$ cat config.mk
export PLATFORM = sky130hd
export DESIGN_NAME = triangle_scan
export DESIGN_NICKNAME = d
export VERILOG_FILES = /design/src/rtl/raster_pkg.sv /design/src/rtl/int_to_fp16.sv /design/src/rtl/triangle_scan.sv
export SDC_FILE = /design/constraint.sdc
export NUM_CORES = 1
export LEC_CHECK = 0
export ABC_AREA = 1
export BUFFER_PORTS_ARGS = -buffer_cell sky130_fd_sc_hd__buf_2
export CORE_MARGIN = 5
export CORE_UTILIZATION = 39
export CTS_BUF_LIST = sky130_fd_sc_hd__clkbuf_2
export CTS_CLUSTER_SIZE = 25
export DETAILED_ROUTE_END_ITERATION = 10
export SYNTH_ARGS = -nofsm -noshare
export SYNTH_HDL_FRONTEND = slang
export SYNTH_SLANG_ARGS = --single-unit
$ cat constraint.sdc
create_clock -name clk -period 4.6 [get_ports clk]
set_input_delay 1.38 -clock clk [delete_from_list [all_inputs] [get_ports clk]]
set_output_delay 1.38 -clock clk [all_outputs]
set_load 0.01 [all_outputs]
$ cat src/rtl/raster_pkg.sv
// Shared definitions for the triangle raster front end.
// Holds the fp16 constants, the scanner state enum and the default coordinate width.
package raster_pkg;

    localparam int          COORD_W_DEFAULT = 11;
    localparam int          FP16_BIAS       = 15;
    localparam logic [15:0] FP16_ONE        = 16'h3C00;

    typedef enum logic [1:0] {
        IDLE,
        SETUP,
        SCAN
    } state_t;

endpackage

$ cat src/rtl/int_to_fp16.sv
// Exact unsigned integer to fp16 conversion for widths up to 11 bits.
// This block is purely combinational.
module int_to_fp16
    import raster_pkg::*;
#(
    parameter int COORD_W = COORD_W_DEFAULT
) (
    input  logic [COORD_W-1:0] n,
    output logic [15:0]        f
);

    logic [3:0] e;
    logic [4:0] exp_f;
    logic [9:0] man;

    always_comb begin
        e = '0;
        for (int i = 0; i < COORD_W; i++) begin
            if (n[i]) e = 4'(i);
        end
        exp_f = 5'(FP16_BIAS) + 5'(e);
        // the leading one lands on bit 10 and drops out as the hidden bit
        man = 10'((COORD_W + 10)'(n) << (4'd10 - e));
        f = (n == '0) ? 16'h0000 : {1'b0, exp_f, man};
    end

endmodule

$ cat src/rtl/triangle_scan.sv
// Bounding-box raster scanner feeding bayesian_coord.
// Latches a triangle, clamps its box to the screen and streams every pixel.
module triangle_scan
    import raster_pkg::*;
#(
    parameter int COORD_W  = COORD_W_DEFAULT,
    parameter int SCREEN_W = 640,
    parameter int SCREEN_H = 480
) (
    input  logic               clk,
    input  logic               rst,
    input  logic               nd,
    output logic               us_rfd,
    input  logic [COORD_W-1:0] v1_x,
    input  logic [COORD_W-1:0] v1_y,
    input  logic [COORD_W-1:0] v2_x,
    input  logic [COORD_W-1:0] v2_y,
    input  logic [COORD_W-1:0] v3_x,
    input  logic [COORD_W-1:0] v3_y,
    input  logic               ds_rfd,
    output logic               rdy,
    output logic [15:0]        f1_x,
    output logic [15:0]        f1_y,
    output logic [15:0]        f2_x,
    output logic [15:0]        f2_y,
    output logic [15:0]        f3_x,
    output logic [15:0]        f3_y,
    output logic [15:0]        p_x,
    output logic [15:0]        p_y,
    output logic [COORD_W-1:0] px_x,
    output logic [COORD_W-1:0] px_y,
    output logic               last
);

    localparam logic [COORD_W-1:0] XLIM = COORD_W'(SCREEN_W - 1);
    localparam logic [COORD_W-1:0] YLIM = COORD_W'(SCREEN_H - 1);

    state_t             state;
    logic               phase;
    logic [COORD_W-1:0] vx [3];
    logic [COORD_W-1:0] vy [3];
    logic [15:0]        fx [3];
    logic [15:0]        fy [3];
    logic [COORD_W-1:0] xmin, xmax, ymin, ymax;
    logic [COORD_W-1:0] bx_lo, bx_hi, by_lo, by_hi;
    logic [COORD_W-1:0] nx, ny;
    logic [15:0]        fp_nx, fp_ny;
    logic               at_end, nlast;

    for (genvar i = 0; i < 3; i++) begin : g_vert
        int_to_fp16 #(.COORD_W(COORD_W)) u_fx (.n(vx[i]), .f(fx[i]));
        int_to_fp16 #(.COORD_W(COORD_W)) u_fy (.n(vy[i]), .f(fy[i]));
    end

    int_to_fp16 #(.COORD_W(COORD_W)) u_px (.n(nx), .f(fp_nx));
    int_to_fp16 #(.COORD_W(COORD_W)) u_py (.n(ny), .f(fp_ny));

    always_comb begin
        bx_lo = vx[0];
        bx_hi = vx[0];
        by_lo = vy[0];
        by_hi = vy[0];
        for (int i = 1; i < 3; i++) begin
            if (vx[i] < bx_lo) bx_lo = vx[i];
            if (vx[i] > bx_hi) bx_hi = vx[i];
            if (vy[i] < by_lo) by_lo = vy[i];
            if (vy[i] > by_hi) by_hi = vy[i];
        end
        if (bx_hi > XLIM) bx_hi = XLIM;
        if (by_hi > YLIM) by_hi = YLIM;
    end

    // next pixel is the box origin while in setup, else the raster successor
    always_comb begin
        at_end = (px_x == xmax) && (px_y == ymax);
        if (state == SETUP) begin
            nx = xmin;
            ny = ymin;
        end else if (px_x == xmax) begin
            nx = xmin;
            ny = px_y + 1'b1;
        end else begin
            nx = px_x + 1'b1;
            ny = px_y;
        end
        nlast = (nx == xmax) && (ny == ymax);
    end

    always_ff @(posedge clk or negedge rst) begin
        if (!rst) begin
            state  <= IDLE;
            phase  <= 1'b0;
            us_rfd <= 1'b0;
            rdy    <= 1'b0;
            last   <= 1'b0;
            for (int i = 0; i < 3; i++) begin
                vx[i] <= '0;
                vy[i] <= '0;
            end
            xmin <= '0;
            xmax <= '0;
            ymin <= '0;
            ymax <= '0;
            f1_x <= '0;
            f1_y <= '0;
            f2_x <= '0;
            f2_y <= '0;
            f3_x <= '0;
            f3_y <= '0;
            p_x  <= '0;
            p_y  <= '0;
            px_x <= '0;
            px_y <= '0;
        end else begin
            unique case (state)
                IDLE: begin
                    us_rfd <= 1'b1;
                    if (nd && us_rfd) begin
                        vx[0]  <= v1_x;
                        vy[0]  <= v1_y;
                        vx[1]  <= v2_x;
                        vy[1]  <= v2_y;
                        vx[2]  <= v3_x;
                        vy[2]  <= v3_y;
                        us_rfd <= 1'b0;
                        phase  <= 1'b0;
                        state  <= SETUP;
                    end
                end
                SETUP: begin
                    // first pass registers the clamped box, second pass uses it
                    if (!phase) begin
                        xmin  <= bx_lo;
                        xmax  <= bx_hi;
                        ymin  <= by_lo;
                        ymax  <= by_hi;
                        phase <= 1'b1;
                    end else if (xmin > xmax || ymin > ymax) begin
                        us_rfd <= 1'b1;
                        state  <= IDLE;
                    end else begin
                        f1_x  <= fx[0];
                        f1_y  <= fy[0];
                        f2_x  <= fx[1];
                        f2_y  <= fy[1];
                        f3_x  <= fx[2];
                        f3_y  <= fy[2];
                        px_x  <= nx;
                        px_y  <= ny;
                        p_x   <= fp_nx;
                        p_y   <= fp_ny;
                        last  <= nlast;
                        rdy   <= 1'b1;
                        state <= SCAN;
                    end
                end
                SCAN: begin
                    if (ds_rfd) begin
                        if (at_end) begin
                            rdy    <= 1'b0;
                            last   <= 1'b0;
                            us_rfd <= 1'b1;
                            state  <= IDLE;
                        end else begin
                            px_x <= nx;
                            px_y <= ny;
                            p_x  <= fp_nx;
                            p_y  <= fp_ny;
                            last <= nlast;
                        end
                    end
                end
                default: state <= IDLE;
            endcase
        end
    end

endmodule
Word-level counts from Yosys, hierarchy flattened
Index checks and enable logic that the tools add are counted.
W data, S select, Z words.
{"block": "totals", "elab_cells": 249, "input_bits": 70, "register_bits": 266}
{"block": "classes", "bitwise_logic": 2, "mux": 146, "shift": 8, "eq_ne": 13, "n_lt_le_gt_ge": 12, "n_reduce_logical": 25, "addsub": 18}
{"cell": "$mux W11", "count": 22}
{"cell": "$mux W16", "count": 8}
{"cell": "$mux W15", "count": 8}
{"cell": "$mux W3", "count": 32}
{"cell": "$mux W4", "count": 24}
{"cell": "$logic_not A11 Y1", "count": 8}
{"cell": "$shl A11 B4 Y10", "count": 8}
{"cell": "$gt A11 B11 Y1", "count": 6}
{"cell": "$pmux W16 S2", "count": 2}
{"cell": "$eq A11 B11 Y1", "count": 4}
{"cell": "$lt A11 B11 Y1", "count": 4}
{"cell": "$pmux W11 S2", "count": 2}
{"cell": "$mux W2", "count": 21}
{"cell": "$add A4 B4 Y5 const A", "count": 8}
{"cell": "$sub A4 B4 Y4 const A", "count": 8}
{"cell": "$add A11 B1 Y11 const B", "count": 2}
{"cell": "$mux W1", "count": 22}
{"cell": "$reduce_and A5 Y1", "count": 3}
{"cell": "$ne A2 B2 Y1 const B", "count": 6}
{"cell": "$gt A11 B10 Y1 const B", "count": 1}
{"cell": "$gt A11 B9 Y1 const B", "count": 1}
{"cell": "$reduce_and A4 Y1", "count": 2}
{"cell": "$pmux W1 S2", "count": 3}
{"cell": "$pmux W2 S3", "count": 1}
{"cell": "other kinds (12)", "count": 18}

Longest topological paths before layout
{"block": "depth", "ltp_word": 19, "mapped_depth": 29, "ltp_nobuf": 28}

Hierarchy
Synthesis repeated with hierarchy kept, for this count alone.
{"block": "unflattened", "hier_cells": 2838, "area_unflattened_um2": 20158.1}
{"mod": "triangle_scan", "area_each_um2": 14913.1, "seq_area_each_um2": 6656.4, "instances": 1, "cells_per_inst": 1798}
{"mod": "int_to_fp16", "area_each_um2": 655.6, "seq_area_each_um2": 0.0, "instances": 8, "cells_per_inst": 130}

Least setup slack after synthesis
Ideal clock, no wire load.
{"block": "synth_path", "path_kind": "reg-to-reg", "startpoint": "register vy[24] (netlist bit)", "endpoint": "register ymax[1]", "path_slack_ps": 447, "arrival_ps": 4029, "synth_period_minus_slack_ps": 4153, "n_path_buf": 3, "path_stages_with_launch": 24, "cell_sequence": "dfrtp_1 inv_1 ha_1 a21oi_1 o21ai_0 nand3_1 o2111ai_1 nand2_1 clkbuf_1 clkbuf_1 o21ai_0 ha_1 nand2_1 o21ai_0 nand3_1 o2111ai_1 nand2_1 inv_1 clkbuf_1 o21ai_0 nand4_1 o2111ai_1 o32ai_1 inv_1"}
{"block": "synth_via", "elab_chain_cells": 6}
{"item": "start: declaration", "line_no": "triangle_scan.sv:41", "rtl": "logic [COORD_W-1:0] vy [3];"}
{"item": "$gt A11 B11 Y1", "line_no": "triangle_scan.sv:67", "rtl": "if (vy[i] > by_hi) by_hi = vy[i];"}
{"item": "$mux W11 *", "line_no": "triangle_scan.sv:67"}
{"item": "$gt A11 B11 Y1", "line_no": "triangle_scan.sv:67"}
{"item": "$mux W11 *", "line_no": "triangle_scan.sv:67"}
{"item": "$gt A11 B9 Y1", "line_no": "triangle_scan.sv:70", "rtl": "if (by_hi > YLIM) by_hi = YLIM;"}
{"item": "$mux W11 *", "line_no": "triangle_scan.sv:70"}
{"item": "end signal: assignment", "line_no": "triangle_scan.sv:136", "rtl": "ymax <= by_hi;"}
{"item": "end: declaration", "line_no": "triangle_scan.sv:44", "rtl": "logic [COORD_W-1:0] xmin, xmax, ymin, ymax;"}
Every way passes the cells marked *; elsewhere a longest branch is shown, timed or not.
A chain may end at the register's enable or synchronous reset.

Final worst setup path
{"block": "layout_path", "startpoint": "register vy[32] (netlist bit)", "endpoint": "register ymax[2]"}
Same word-level chain as after synthesis.

==> results.sh <==
export IMPL_final_cells=3362
export IMPL_cts_sinks=258
export IMPL_worst_setup_path_end_kind="flip-flop"
export IMPL_numCtsBuffers=73
export IMPL_routed_wl_um=57500
export IMPL_io_buffers=214
export IMPL_initial_core_util=0.391
export IMPL_cap_viol_max_count=0
export IMPL_final_common_cell="nand2_1"
export IMPL_ioPinCount=223
export IMPL_dp_cells=3216
export IMPL_outcome="finished clean"
export IMPL_synthArstFlopShare=1.00
export IMPL_firstDrtPassIters=6
export IMPL_synth_seq_cells=258
export IMPL_die_width_um=223
export IMPL_hold_viol_final=0
export IMPL_synth_flop_cell="dfrtp_1"
export IMPL_hold_class="in -> async"
export IMPL_relSlewSlack=0.359
export IMPL_worst_pin_slew_ns=0.952
export IMPL_syn_area_per_cell_um2=7.16
export IMPL_placementRows=78
export IMPL_fmax_mhz=232
export IMPL_period_minus_slack_ns=4.31
export IMPL_synth_warnings=0
export IMPL_grt_util_all_layers=0.225
export IMPL_fin_skew_ns=0.0803
export IMPL_dpl_worst_slack_ns=0.0679
export IMPL_antenna_found_initial=3
export IMPL_clk_path_buf_depth=3
export IMPL_via_count=17551
export IMPL_drt_iter0_drc=1263
export IMPL_h_tree_depth=3
export IMPL_clkSlewWorstSetupHoldPaths_ns=0.10
export IMPL_ys_seq_area_frac=0.366
export IMPL_nets=2886
export IMPL_syn_area_um2=17600
export IMPL_grt_pass1_vias=17051
export IMPL_vias_per_cell=5.22
export IMPL_worst_setup_path_type="reg -> reg"
export IMPL_synth_edf_count=0
export IMPL_grt_pass1_wl_um=91700
export IMPL_final_cell_mix="731 x nand2_1, 379 x o21ai_0, 258 x dfrtp_1"
export IMPL_syn_to_final_growth_pct=14.5
export IMPL_clk_latency_ns=1.00
export IMPL_wl_per_cell_um=17.1
export IMPL_setup_tns_ns=0
export IMPL_finalMaxSlewViolations=0
export IMPL_drc=0
export IMPL_grt_max_degree=170
export IMPL_die_area_um2=49600
export IMPL_required_ns=5.41
export IMPL_regArea_um2=6460
export IMPL_ys_types=54
export IMPL_ant_nets=0
export IMPL_multiInputGateArea_um2=9800
export IMPL_synthCells=2463
export IMPL_drive_gt1_frac=0.167
export IMPL_fin_ws_ns=0.291
export IMPL_arrival_ns=5.12
export IMPL_dp_hpwl_um=43900
export IMPL_fin_util=0.448
export IMPL_grt_ovfl_total=0
export IMPL_fin_crit_sh=0.937
export IMPL_place_gp_congestion=0.935
export IMPL_core_um2=45100
export IMPL_setup_viol=0
export IMPL_critPathMaxFanout=12
export IMPL_fill_cells=4735
export IMPL_die_h_um=223
export IMPL_cts_root_buf="clkbuf_2"
export IMPL_startpoint_type="flip-flop"
export IMPL_tritoncts="done"
[registers in the layout (all words and copies together), names as in the netlist, 2 cells and up]
signal,cells
vx,33
ymin,11
state,2
p_y,15
f1_y,15
f3_y,15
px_x,11
p_x,15
px_y,11
f2_y,15
f3_x,15
xmax,11
f1_x,15
vy,33
f2_x,15
xmin,11
ymax,11
[cells by family after synthesis]
kind of cell | Yosys count | synth area share
XOR/XNOR | 45 | 0.0238
other | 1 | 0.000213
buffers and inverters | 376 | 0.0851
adder cells (fa/ha/maj) | 108 | 0.0766
AND/OR/NAND/NOR | 1018 | 0.239
AO/OA/AOI/OAI | 657 | 0.209
flip-flops | 258 | 0.366
[critical path, stage by stage, from the launching register on]
cell,delay (ns)
dfrtp_1,0.41
inv_1,0.12
ha_1,0.31
nand2_1,0.10
nor4_1,0.31
nand4_1,0.26
nand2_4,0.19
nand2_1,0.06
o21ai_1,0.15
ha_1,0.29
a21oi_1,0.14
o21ai_0,0.09
nand3_1,0.09
o2111ai_2,0.20
nand2_2,0.19
clkinvlp_4,0.20
nand2_1,0.09
o21ai_0,0.13
nand4_1,0.19
o2111ai_4,0.20
o32ai_1,0.31
inv_1,0.08
[metal layers]
layer / routed length [um] / track usage / share of wire / up-vias
li1: - / - / - / 8752
met1: 26900 / 0.309 / 0.47 / 8183
met2: 24600 / 0.341 / 0.43 / 515
met3: 4360 / 0.0695 / 0.076 / 101
met4: 1660 / 0.0721 / 0.029 / 0
met5: 0 / 0 / 0 / -
[through the flow]
step	hold slack, ns	instance area, um2
floorplan	0.472	17700
global route	0.227	20200
global placement	0.457	19400
finish	0.316	20200
CTS	0.233	20000
detailed placement	0.461	19400
[cell usage after synthesis (2+ instances only)]
master,count,area [um2]
a211oi_1,3,22.5
a21o_1,3,22.5
a21oi_1,106,531
a31oi_1,4,25.0
buf_2,5,25.0
buf_4,11,82.6
buf_6,5,56.3
clkbuf_1,85,319
clkbuf_2,2,10.0
clkinv_1,2,7.51
dfrtp_1,258,6460
ha_1,108,1350
inv_1,247,927
inv_2,17,63.8
nand2_1,734,2760
nand2_2,10,62.6
nand2_4,5,56.3
nand3_1,113,566
nand3b_1,2,15.0
nand4_1,17,106
nor2_1,90,338
nor2_2,6,37.5
nor2_4,5,56.3
nor3_1,18,90.1
nor4_1,14,87.6
o2111ai_1,9,78.8
o211ai_1,41,308
o21ai_0,392,1960
o21ai_1,15,75.1
o21ai_2,12,105
o21ai_4,2,32.5
o22ai_1,21,131
o311ai_0,2,17.5
o31ai_1,34,255
o32ai_1,4,35.0
o41ai_1,2,17.5
xnor2_1,18,158
xor2_1,25,219
[final cells by class]
| type | instances | share of cell area |
|---|---|---|
| Tap cell | 600 | 0.0372 |
| Multi-Input combinational cell | 1838 | 0.485 |
| Sequential cell | 258 | 0.320 |
| Timing Repair inverter | 1 | 0.000248 |
| Clock inverter | 23 | 0.00452 |
| Timing Repair Buffer | 269 | 0.0771 |
| Antenna cell | 6 | 0.000743 |
| Clock buffer | 100 | 0.0248 |
| Inverter | 267 | 0.0503 |
[worst paths after layout]
path,from,endpoint,slack (ns),cells after the start
max,vy[32]$_DFFE_PN0P_,ymax[2]$_DFFE_PN0P_,0.29,21
min in group clk,p_y[3]$_DFFE_PN0P_,p_y[3]$_DFFE_PN0P_,0.48,2
min,rst,p_x[4]$_DFFE_PN0P_,0.32,1
max reg2reg,vy[32]$_DFFE_PN0P_,ymax[2]$_DFFE_PN0P_,0.29,21
min reg2reg,p_y[3]$_DFFE_PN0P_,p_y[3]$_DFFE_PN0P_,0.48,2
max in group asynchronous,rst,f2_y[4]$_DFFE_PN0P_,3.27,2
[repair_timing]
| item | in CTS | in global routing |
|---|---|---|
| cloned | 0 | 3 |
| endpoints found under the setup margin | 3 | 34 |
| hold buffers | 0 | 0 |
| buffers inserted | 0 | 14 |
| pin swaps | 0 | 6 |
| gates resized for setup | 1 | 28 |
Power is not shown: default switching activity piles up to over one toggle a cycle in this logic, so the estimate is an artifact.
